$ cat config.mk
export PLATFORM = sky130hd
export DESIGN_NAME = rmi_sched_reader
export DESIGN_NICKNAME = d
export VERILOG_FILES = /design/src/rtl/rmi_sched_reader.sv
export SDC_FILE = /design/constraint.sdc
export NUM_CORES = 1
export LEC_CHECK = 0
export ABC_AREA = 1
export BUFFER_PORTS_ARGS = -buffer_cell sky130_fd_sc_hd__buf_4
export CELL_PAD_IN_SITES_DETAIL_PLACEMENT = 1
export CELL_PAD_IN_SITES_GLOBAL_PLACEMENT = 2
export CORE_MARGIN = 2
export CORE_UTILIZATION = 32
export CTS_BUF_LIST = sky130_fd_sc_hd__clkbuf_4 sky130_fd_sc_hd__clkbuf_8
export DETAILED_ROUTE_END_ITERATION = 10
export PLACE_DENSITY = 0.86
export SKIP_CTS_REPAIR_TIMING = 1
export SYNTH_ARGS = -nofsm -noshare
export SYNTH_HDL_FRONTEND = slang
export SYNTH_SLANG_ARGS = --single-unit
$ cat constraint.sdc
create_clock -name clk -period 6.4 [get_ports clk]
set_input_delay 0 -clock clk [delete_from_list [all_inputs] [get_ports clk]]
set_output_delay 0 -clock clk [all_outputs]
set_load 0.01 [all_outputs]
$ cat src/rtl/rmi_sched_reader.sv
// Streams DEPTH schedule words per frame from one of two BRAMs into a 2-entry
// output FIFO with ready/valid back-pressure; reads are credit-limited so the FIFO never overflows.
module rmi_sched_reader #(
  parameter int unsigned DEPTH = 16
) (
  input  logic        clk,
  input  logic        rst,
  input  logic        selMem,
  input  logic        start,
  output logic        rdEn1,
  output logic [31:0] rdAdd1,
  input  logic [31:0] rdData1,
  output logic        rdEn2,
  output logic [31:0] rdAdd2,
  input  logic [31:0] rdData2,
  output logic        outValid,
  output logic [31:0] outData,
  input  logic        outReady,
  output logic        busy,
  output logic        done,
  output logic [15:0] frameCnt
);

  typedef enum logic [1:0] {IDLE, READ, DRAIN} state_t;

  state_t            state_q;
  logic              bank_q;
  logic [15:0]       addr_q;
  logic [31:0]       last_add_q;
  logic              inflight_q;
  logic [15:0]       frame_cnt_q;

  logic [1:0][31:0]  fifo_q;
  logic              wr_ptr_q;
  logic              rd_ptr_q;
  logic [1:0]        occ_q;
  logic [1:0]        occ_d;

  logic              push;
  logic              pop;
  logic [2:0]        load;
  logic              issue;
  logic              fin;
  logic [31:0]       rd_word;
  logic [31:0]       cur_add;

  assign push = inflight_q;
  assign pop  = (occ_q != 2'd0) && outReady;

  // A pop this cycle frees a slot before the next push lands, which is what
  // lets the pipeline sustain one word per cycle with only two entries.
  assign load  = {1'b0, occ_q} - {2'b00, pop} + {2'b00, inflight_q};
  assign issue = (state_q == READ) && (load < 3'd2);
  assign fin   = (state_q == DRAIN) && !inflight_q && (occ_q == 2'd0);

  assign occ_d   = occ_q + {1'b0, push} - {1'b0, pop};
  assign rd_word = bank_q ? rdData2 : rdData1;
  assign cur_add = issue ? {16'h0000, addr_q} : last_add_q;

  assign rdEn1    = issue && !bank_q;
  assign rdEn2    = issue && bank_q;
  assign rdAdd1   = bank_q ? 32'h0 : cur_add;
  assign rdAdd2   = bank_q ? cur_add : 32'h0;
  assign outValid = (occ_q != 2'd0);
  assign outData  = outValid ? fifo_q[rd_ptr_q] : 32'h0;
  assign busy     = (state_q != IDLE);
  assign done     = fin;
  assign frameCnt = frame_cnt_q;

  always_ff @(posedge clk or posedge rst) begin
    if (rst) begin
      state_q     <= IDLE;
      bank_q      <= 1'b0;
      addr_q      <= 16'h0;
      last_add_q  <= 32'h0;
      inflight_q  <= 1'b0;
      frame_cnt_q <= 16'h0;
    end else begin
      inflight_q <= issue;
      case (state_q)
        IDLE: begin
          if (start) begin
            bank_q     <= selMem;
            addr_q     <= 16'h0;
            last_add_q <= 32'h0;
            state_q    <= READ;
          end
        end
        READ: begin
          if (issue) begin
            addr_q     <= addr_q + 16'd1;
            last_add_q <= {16'h0000, addr_q};
            if (addr_q == 16'(DEPTH - 1)) state_q <= DRAIN;
          end
        end
        DRAIN: begin
          if (fin) begin
            frame_cnt_q <= frame_cnt_q + 16'd1;
            state_q     <= IDLE;
          end
        end
        default: state_q <= IDLE;
      endcase
    end
  end

  always_ff @(posedge clk or posedge rst) begin
    if (rst) begin
      fifo_q   <= '0;
      wr_ptr_q <= 1'b0;
      rd_ptr_q <= 1'b0;
      occ_q    <= 2'd0;
    end else begin
      if (push) begin
        fifo_q[wr_ptr_q] <= rd_word;
        wr_ptr_q         <= ~wr_ptr_q;
      end
      if (pop) rd_ptr_q <= ~rd_ptr_q;
      occ_q <= occ_d;
    end
  end

endmodule
==> results.md, run 1 <==
- The run finished with clean final reports.
- In the layout the commonest cells are nand2_1, nor2_1, buf_4.
- Dividing the detail-routed wire length by the instance count gives around 16 um.
- The standard-cell row count is 54.
- The count of distinct cell types in the synthesized netlist is 27.
- The kind of end point of the critical path is an output pin.
- The final antenna diode count is 0.
- Across every metal layer, demand over resource in global routing totals roughly 19%.
- STA puts the critical path data required time at 6.40 ns.
- The final hold violation count is 0.
- The number of nets in the synthesized netlist is ~1.0k.
- The floorplan step set the die width to between 150 and 200 um.
- For this run, the top clock speed supported by timing is 221 MHz.
- For this run, the number of standard cells in the final layout without fillers is between 1.5k and 2k.
- The number of antenna violations at the first check in global routing is 0.
- In the synthesized netlist, the number of instances is 970.
- The die is ~150 um tall.
- The end point of the critical path is rdAdd1[15].
- The deepest clock path buffer count is 2.
- The library cell used most frequently in the layout, excluding fill and tap cells, is nand2_1.
- The critical path is of the register to output pin type.
- The final clock skew is between 0.015 and 0.02 ns.
- Sequential elements use between 40 and 50% of the synthesized area.
- The standby leakage power is 4.85 nW.
- For this run, the post-layout net count is approximately 1.3k.
- The data arrival at the endpoint of the critical path is around 4.5 ns.
- The HPWL after detailed placement is between 10000 and 15000 um.
- The class of the tightest hold or removal check is primary input to asynchronous set/reset pin.
- The count of port buffers added during placement is around 190.
- The number of register bits inferred by synthesis is 136.
- The total overflow left after global routing is 0.
- Final hold analysis gives a worst-case slack of roughly 0.23 ns.
- The DRC marker count from the first detailed-route iteration is a little over 300.
- The first global-routing pass estimated 36600 um of wire.
- Counting the buffers created by CTS gives 17.
- The final route contains between 7k and 8k vias.
- The average cell area after synthesis is 7.25 um^2.
- The fraction of final layout cells sized beyond drive strength 1 is 19.5%.
- The beginning of the worst register-to-register path is occ_q[1].
- The number of global-route vias before repair is roughly 7.1k.
- Dividing the detail-routed via count by the number of cells gives roughly 4.8.
- Headroom to the max-slew limit came out at between 20% and 30%.
- The TritonCTS sink count is between 100 and 150.
- The number of cells in the design after placement is 1393.
- Summed over all layers, the routed wires come to 23900 um.
- The setup check on the worst reg-to-reg path leaves a slack of about 2 ns.
- The clock insertion delay at the later pin of the skew report is 0.46 ns.
- The number of H-tree levels is 4.
- The initial standard-cell utilization of the core is 32.4%.
- The area growth from synthesis to layout is 42.7%.
- The count of pins on the block boundary is 186.
- The maximum number of pins on one net before global-route repair is 76.
- The die footprint is roughly 23000 um^2.
- The max-slew violation count is 0.
- The count of final setup violators is 0.
- The summed instance area of the synthesized netlist is 7030 um^2.
- The count of nets left with antenna violations once routing finished came out at 0.
- The worst IR drop on VDD is approximately 240 uV.
- The top fanout value on the critical path is 47.
- Tracing the worst setup path back leads to its startpoint at occ_q[1].
- Power spread over the standard cell area amounts to slightly below 500 nW/um^2.
- The terminus of the critical flop-to-flop path is addr_q[2].
- The residual DRC count is 0.
- The element type at the critical path start is a register.
- Setup repair after global routing left no endpoint under its margin.
- After clock tree synthesis, the clock-pin slew on the worst setup and hold paths is approximately 0.090 ns.
- The first TritonRoute pass finished after 4 iterations.
- The worst register-to-register path has a depth of 14.
- In this run the clock root is driven by a clkbuf_8.
- The tool flagged a number of max-cap violations equal to 0.
- The area of the core region is around 22000 um^2.
- The TritonCTS clock tree is built.
- The worst path uses between 70% and 80% of the clock period.
- The measured slew at the worst slew-check pin is 1.15 ns.
- The clock period minus final worst setup slack is ~4.5 ns.
- The sum of negative setup slack is 0 ns.
- For this run, the number of Yosys warnings is 0.
- The final weighted congestion in routability-driven placement is roughly 0.76.
==> cells in the mapped netlist <==
master    count  area (um^2)
inv_2         4         15.0
nand3_2       2         20.0
a21oi_2       1         8.76
xnor2_1       3         26.3
buf_1         3         11.3
inv_1        82          308
nor2_4        2         22.5
o21ai_0      23          115
clkbuf_1     30          113
o21ai_1       5         25.0
o21a_1        1         7.51
nand4_1       8         50.1
ha_1          4         50.1
buf_2        10         50.1
buf_6         3         33.8
a21oi_1      36          180
nor2_1      209          785
nand3_1      23          115
buf_4         3         22.5
xor2_1        7         61.3
fa_1          1         20.0
nand3b_1      1         7.51
a31oi_1      64          400
nand2_1     298         1120
nor3_1        4         20.0
dfrtp_1     136         3400
nor2_2        7         43.8
==> per-layer routing <==
layer  vias up  share of wire, %  global-route usage [%]
met5         -                 0                       0
met4         0               1.8                    5.70
met3        27               3.2                    3.41
met2       145                49                    32.3
met1      3526                46                    25.7
li1       3579                 -                       -
==> where the power goes <==
| part | switching [mW] | total (mW) | internal [mW] |
|---|---|---|---|
| registers | 0.176 | 1.34 | 1.16 |
| clock network | 0.369 | 0.773 | 0.404 |
| logic | 1.61 | 2.71 | 1.09 |
==> worst min path at each step <==
stage / slack (ns) / cells past startpoint / end
3_3_place_gp: 0.17 / 2 / frameCnt[2]
4_1_cts: -0.33 / 2 / last_add_q[5]
5_1_grt: 0.28 / 3 / last_add_q[5]
2_1_floorplan: 0.12 / 2 / bank_q
3_5_place_dp: 0.18 / 2 / frameCnt[2]
6_report: 0.23 / 3 / last_add_q[7]
==> sequential cells by signal, indices dropped and copies added (netlist names) <==
signal / flops
wr_ptr_q: 1
occ_q: 2
rd_ptr_q: 1
addr_q: 16
bank_q: 1
inflight_q: 1
fifo_q: 64
state_q: 2
last_add_q: 32
frameCnt: 16
==> cells by family after synthesis <==
kind of cell / share of synthesized area (%)
adders and majority gates: 0.996
buffers and inverters: 7.86
DFF: 48.4
AOI/OAI and AO/OA: 10.5
xor gates and xnor gates: 1.25
and+or+nand+nor: 31.0
==> worst max-delay path, stage by stage (launching register included) <==
cell and delay, ns:
dfrtp_1 0.45, nor2_2 0.12, buf_4 0.39, nor2_1 0.13
ha_1 0.29, inv_1 0.06, ha_1 0.14, inv_1 0.05
fa_1 0.52, inv_1 0.08, a21oi_2 0.17, nand3_2 0.75
o21ai_0 0.54, inv_1 0.10, nor2_1 0.11, buf_4 0.14
==> per-stage QoR <==
step / power (mW) / utilization [%] / instance area [um^2] / setup slack (ns)
6_report: 4.82 / 46.3 / 10000 / 1.88
5_1_grt: 5.25 / 46.3 / 10000 / 1.31
4_1_cts: 4.64 / 41.6 / 9030 / 1.77
3_5_place_dp: 3.85 / 39.7 / 8610 / 1.90
3_3_place_gp: 3.80 / 39.7 / 8610 / 2.00
2_1_floorplan: 2.89 / - / 7030 / 2.76
==> area by class of cell <==
type,instances,area [um^2]
clock buffers,19,255
clock inverters,13,171
fillers,2687,11700
inverters,86,328
multi-input cells,699,3080
flip-flops and latches,136,3400
well taps,280,350
repair buffers,292,2440
No activity file was read; power rests on OpenSTA's default activity.
==> run 2, diff against run 1 <==
--- a/config.mk
+++ b/config.mk
@@ -5,15 +5,15 @@
 export SDC_FILE = /design/constraint.sdc
 export NUM_CORES = 1
 export LEC_CHECK = 0
-export ABC_AREA = 1
+export ABC_AREA = 0
 export BUFFER_PORTS_ARGS = -buffer_cell sky130_fd_sc_hd__buf_4
 export CELL_PAD_IN_SITES_DETAIL_PLACEMENT = 1
 export CELL_PAD_IN_SITES_GLOBAL_PLACEMENT = 2
 export CORE_MARGIN = 2
-export CORE_UTILIZATION = 32
+export CORE_UTILIZATION = 33
 export CTS_BUF_LIST = sky130_fd_sc_hd__clkbuf_4 sky130_fd_sc_hd__clkbuf_8
 export DETAILED_ROUTE_END_ITERATION = 10
-export PLACE_DENSITY = 0.86
+export PLACE_DENSITY = 0.81
 export SKIP_CTS_REPAIR_TIMING = 1
 export SYNTH_ARGS = -nofsm -noshare
 export SYNTH_HDL_FRONTEND = slang
==> constraint.sdc (replaced) <==
create_clock -name clk -period 4.71 [get_ports clk]
set_input_delay 0 -clock clk [delete_from_list [all_inputs] [get_ports clk]]
set_output_delay 0 -clock clk [all_outputs]
set_load 0.01 [all_outputs]
==> results.md, run 2 <==
- The count of pins on the block boundary is 186 (unchanged).
- After layout, the minimum clock period comes to roughly 4.2 ns.
- The count of synthesis-stage warnings from yosys was 0 (unchanged).
- The clock edge transition at the registers on the reported setup and hold paths is 0.08 ns (was 0.09 ns).
- The residual DRC count is 0 (unchanged).
- The count of antenna-violating nets left after detailed routing was 0 (unchanged).
- The normalized max-slew margin is 18.8% (was 23.6%).
- The startpoint of the most critical hold path is rdData2[6].
- The TritonCTS clock tree is built (unchanged).
- Leading cell types in the layout, fill and taps excluded: buf_4, dfrtp_1, nor2_1 (was nand2_1, nor2_1, buf_4).
- The final critical-path setup slack is 0.474 ns (was 1.88 ns).
- The final antenna diode count is 0 (unchanged).
- The data required time of the worst path came to 4.71 ns (was 6.40 ns).
- The number of antenna violations at the first check in global routing is 0 (unchanged).
- The final non-filler cell total is 1189 (was 1525).
- The number of nets produced by synthesis came to 750 (was 1044).
- The fraction of registers with async set or reset after synthesis is 100% (unchanged).
- The top fanout value on the critical path came to 43 (was 47).
- The synthesized instance count is 676 (was 970).
- The areal power density over the cells is 572 nW/um^2 (was 480 nW/um^2).
- The final core utilization was 47.0% (was 46.3%).
- The number of nets in the final layout is 980 (was 1306).
- The area growth from synthesis to layout is 40.8% (was 42.7%).
- The final clock skew came to 0.00880 ns (was 0.0170 ns).
- The DRC marker count from the first detailed-route iteration is 303 (was 306).
- The beginning of the worst register-to-register path was occ_q[1] (unchanged).
- The part of the total power dissipated in the clock network is 20.5% (was 16.0%).
- The max-capacitance violation count is 0 (unchanged).
- The final hold violation count is 1 (was 0).
- The number of flip-flops under the largest register name is 64 (unchanged).
- The kind of end point of the critical path was an output pin (unchanged).
- The terminus of the critical flop-to-flop path was addr_q[15] (was addr_q[2]).
- The power share of the combinational group is 45.1% (was 56.2%).
- The fraction of final layout cells sized beyond drive strength 1 came to 26.2% (was 19.5%).
- The element type at the critical path start is a register (unchanged).
- The detail-routed net length per standard cell is 17.0 um (was 15.7 um).
- The sum of negative setup slack came to 0 ns (unchanged).
- The critical path's largest stage delay came to 0.49 ns (was 0.75 ns).
- The total power is 5.38 mW (was 4.82 mW).
- The deepest clock path buffer count is 2 (unchanged).
- The fraction of post-synthesis cell area in the top cell type by area came to 50.9% (was 48.4%).
- The final wirelength is 20300 um (was 23900 um).
- The number of global-route vias before repair is 6046 (was 7086).
- The cell count of the worst reg-to-reg path came to 12 (was 14).
- The path type of the worst setup path is register to output pin (unchanged).
- The TritonCTS sink count is 136 (unchanged).
- The die span in x is 146 um (was 152 um).
- Top Registers: fifo_q: 64 flops, last_add_q: 32 flops (unchanged).
- The average via count per standard cell is 4.98 (was 4.77).
- The design internal power was 3.17 mW (was 2.66 mW).
- The standard-cell row count is 52 (was 54).
- The leading register cell type out of synthesis was dfrtp_1 (unchanged).
- The cell area after layout is 9410 um^2 (was 10000 um^2).
- The number of CTS-inserted buffers is 17 (unchanged).
- The routed via count is 5916 (was 7277).
- The top cell type by total area after synthesis is dfrtp_1 (unchanged).
- Setup repair after global routing missed its margin: no (unchanged).
- The maximum number of pins on one net before global-route repair came to 85 (was 76).
- Most frequent cells after synthesis: dfrtp_1, nor2_1, mux2i_1, nand2_1, a21oi_1 (was nand2_1, nor2_1, dfrtp_1, inv_1, a31oi_1).
- The measured slew at the worst slew-check pin is 1.22 ns (was 1.15 ns).
- The worst IR drop on VDD is 263 uV (was 244 uV).
- The remaining global-route overflow is 0 (unchanged).
- The worst hold path was traced through 3 stages.
- Of the available clock period, the critical path in the final layout requires roughly nine tenths.
- The HPWL after detailed placement is 13200 um (was 14800 um).
- Crit path cell chain: nor2_2, inv_1, and2_1, ha_1, inv_1, ha_1, inv_1, fa_1, xnor2_1, nand2_4, inv_2, nor2_2, and2_1, buf_4 (was nor2_2, buf_4, nor2_1, ha_1, inv_1, ha_1, inv_1, fa_1, inv_1, a21oi_2, nand3_2, o21ai_0, inv_1, nor2_1, buf_4).
- The reg2reg setup slack is 1.01 ns (was 1.97 ns).
- The count of port buffers added during placement came to 185 (unchanged).
- The leading cell type by number of instances after synthesis was dfrtp_1 (was nand2_1).
- The class of the tightest hold or removal check is primary input to register (was primary input to asynchronous set/reset pin).
- The worst setup timing slack at the placement stage is 0.673 ns (was 1.90 ns).
- The proportion of power drawn by flip-flops and latches is 34.4% (was 27.8%).
- The sequential area share after synthesis is 50.9% (was 48.4%).
- The fmax is approximately 240 MHz.
- The die footprint is 21400 um^2 (was 23200 um^2).
- The number of flops mapped to enable cells by yosys is 0 (unchanged).
- The most numerous cell on the critical path was inv_1 (unchanged).
- The cell type of the slowest stage on the worst timing path is xnor2_1 (was nand3_2).
- The switching power summed over all nets is 2.21 mW (was 2.16 mW).
- The area of the core region came to 20000 um^2 (was 21700 um^2).
- The checks that failed: hold timing.
- The count of final setup violators is 0 (unchanged).
- The clock insertion delay at the later pin of the skew report was 0.43 ns (was 0.46 ns).
- Main area contributors after synthesis: dfrtp_1, mux2i_1, nor2_1, and2_1, a21oi_1 (was dfrtp_1, nand2_1, nor2_1, a31oi_1, inv_1).
- The height of the die is 146 um (was 152 um).
- The post-route worst hold slack was -0.0348 ns (was 0.229 ns).
- The switching share of total power is 41.0% (was 44.8%).
- The wire length of the first global-routing pass is 31500 um (was 36600 um).
- The most common cell after layout, fill and taps aside is buf_4 (was nand2_1).
- The count of distinct cell types in the synthesized netlist is 48 (was 27).
- The number of H-tree levels came to 4 (unchanged).
- Result of the run: finished with violations (was finished clean).
- The number of register bits inferred by synthesis is 136 (unchanged).
- The standard cell area after detailed placement is 8260 um^2 (was 8610 um^2).
- The endpoint of the worst hold path is fifo_q[6].
- The number of cells in the design after placement is 1088 (was 1393).
- The data arrival at the endpoint of the critical path is 4.24 ns (was 4.52 ns).
- The master cell of the clock root buffer is clkbuf_8 (unchanged).
- The max-slew violation count is 0 (unchanged).
- The total global-route track usage is 18.2% (was 19.3%).
- The final weighted congestion in routability-driven placement is 0.785 (was 0.763).
- The initial standard-cell utilization of the core is 33.4% (was 32.4%).
- The standby leakage power is 4.62 nW (was 4.85 nW).
- The summed instance area of the synthesized netlist is 6690 um^2 (was 7030 um^2).
- The register bank with the most flops was fifo_q (unchanged).
- The average cell area after synthesis is 9.89 um^2 (was 7.25 um^2).
- The iteration count of the initial detailed-routing pass is 4 (unchanged).
## run 2: how the worst max path moves through the flow
stage	from	slack, ns	to	cells after the start
detailed placement	occ_q[1]	0.67	rdAdd1[27]	14
CTS	occ_q[1]	0.16	rdAdd1[27]	14
global placement	occ_q[1]	0.94	rdAdd1[21]	14
global route	occ_q[1]	0.10	rdAdd1[16]	14
floorplan	rst	1.07	addr_q[0]	1
finish	occ_q[1]	0.47	rdAdd1[27]	14
## run 2: metal layers
| layer | GRT usage (%) | part of all wire [%] | vias to the layer above |
|---|---|---|---|
| met5 | 0 | 0 | - |
| met4 | 5.29 | 1.8 | 0 |
| met3 | 3.72 | 4.1 | 27 |
| met2 | 31.3 | 51 | 146 |
| met1 | 23.2 | 43 | 2974 |
| li1 | - | - | 2769 |
## run 2: layout make-up
class,instances,area (um^2)
clock inverters,15,225
repair buffers,258,2110
well taps,270,338
flip-flops and latches,136,3410
fillers,2306,10600
inverters,9,38.8
clock buffers,17,234
multi-input cells,484,3060
## run 2: worst max-delay path, delay by kind of cell (launching register included)
family	cells	cell delay, ns
and+or+nand+nor	5	1.22
adders and majority gates	3	0.81
buffers and inverters	5	0.78
xor gates and xnor gates	1	0.49
DFF	1	0.45
## run 2: logic make-up after synthesis
family          Yosys count  share of synthesized area (%)
fa+ha+maj                 5                           1.05
xor+xnor                 23                           3.01
simple gates            274                           20.7
flops                   136                           50.9
compound gates          102                           8.85
mux                      80                           12.0
buf+inv                  56                           3.50
## run 2: power groups by stage
stage               Clock (mW)  Combinational (mW)  Sequential (mW)
floorplan                    0                1.60             1.67
global placement             0                2.22             1.85
detailed placement           0                2.33             1.88
CTS                       1.14                2.34             1.85
global route              1.19                2.70             1.91
finish                    1.10                2.42             1.85
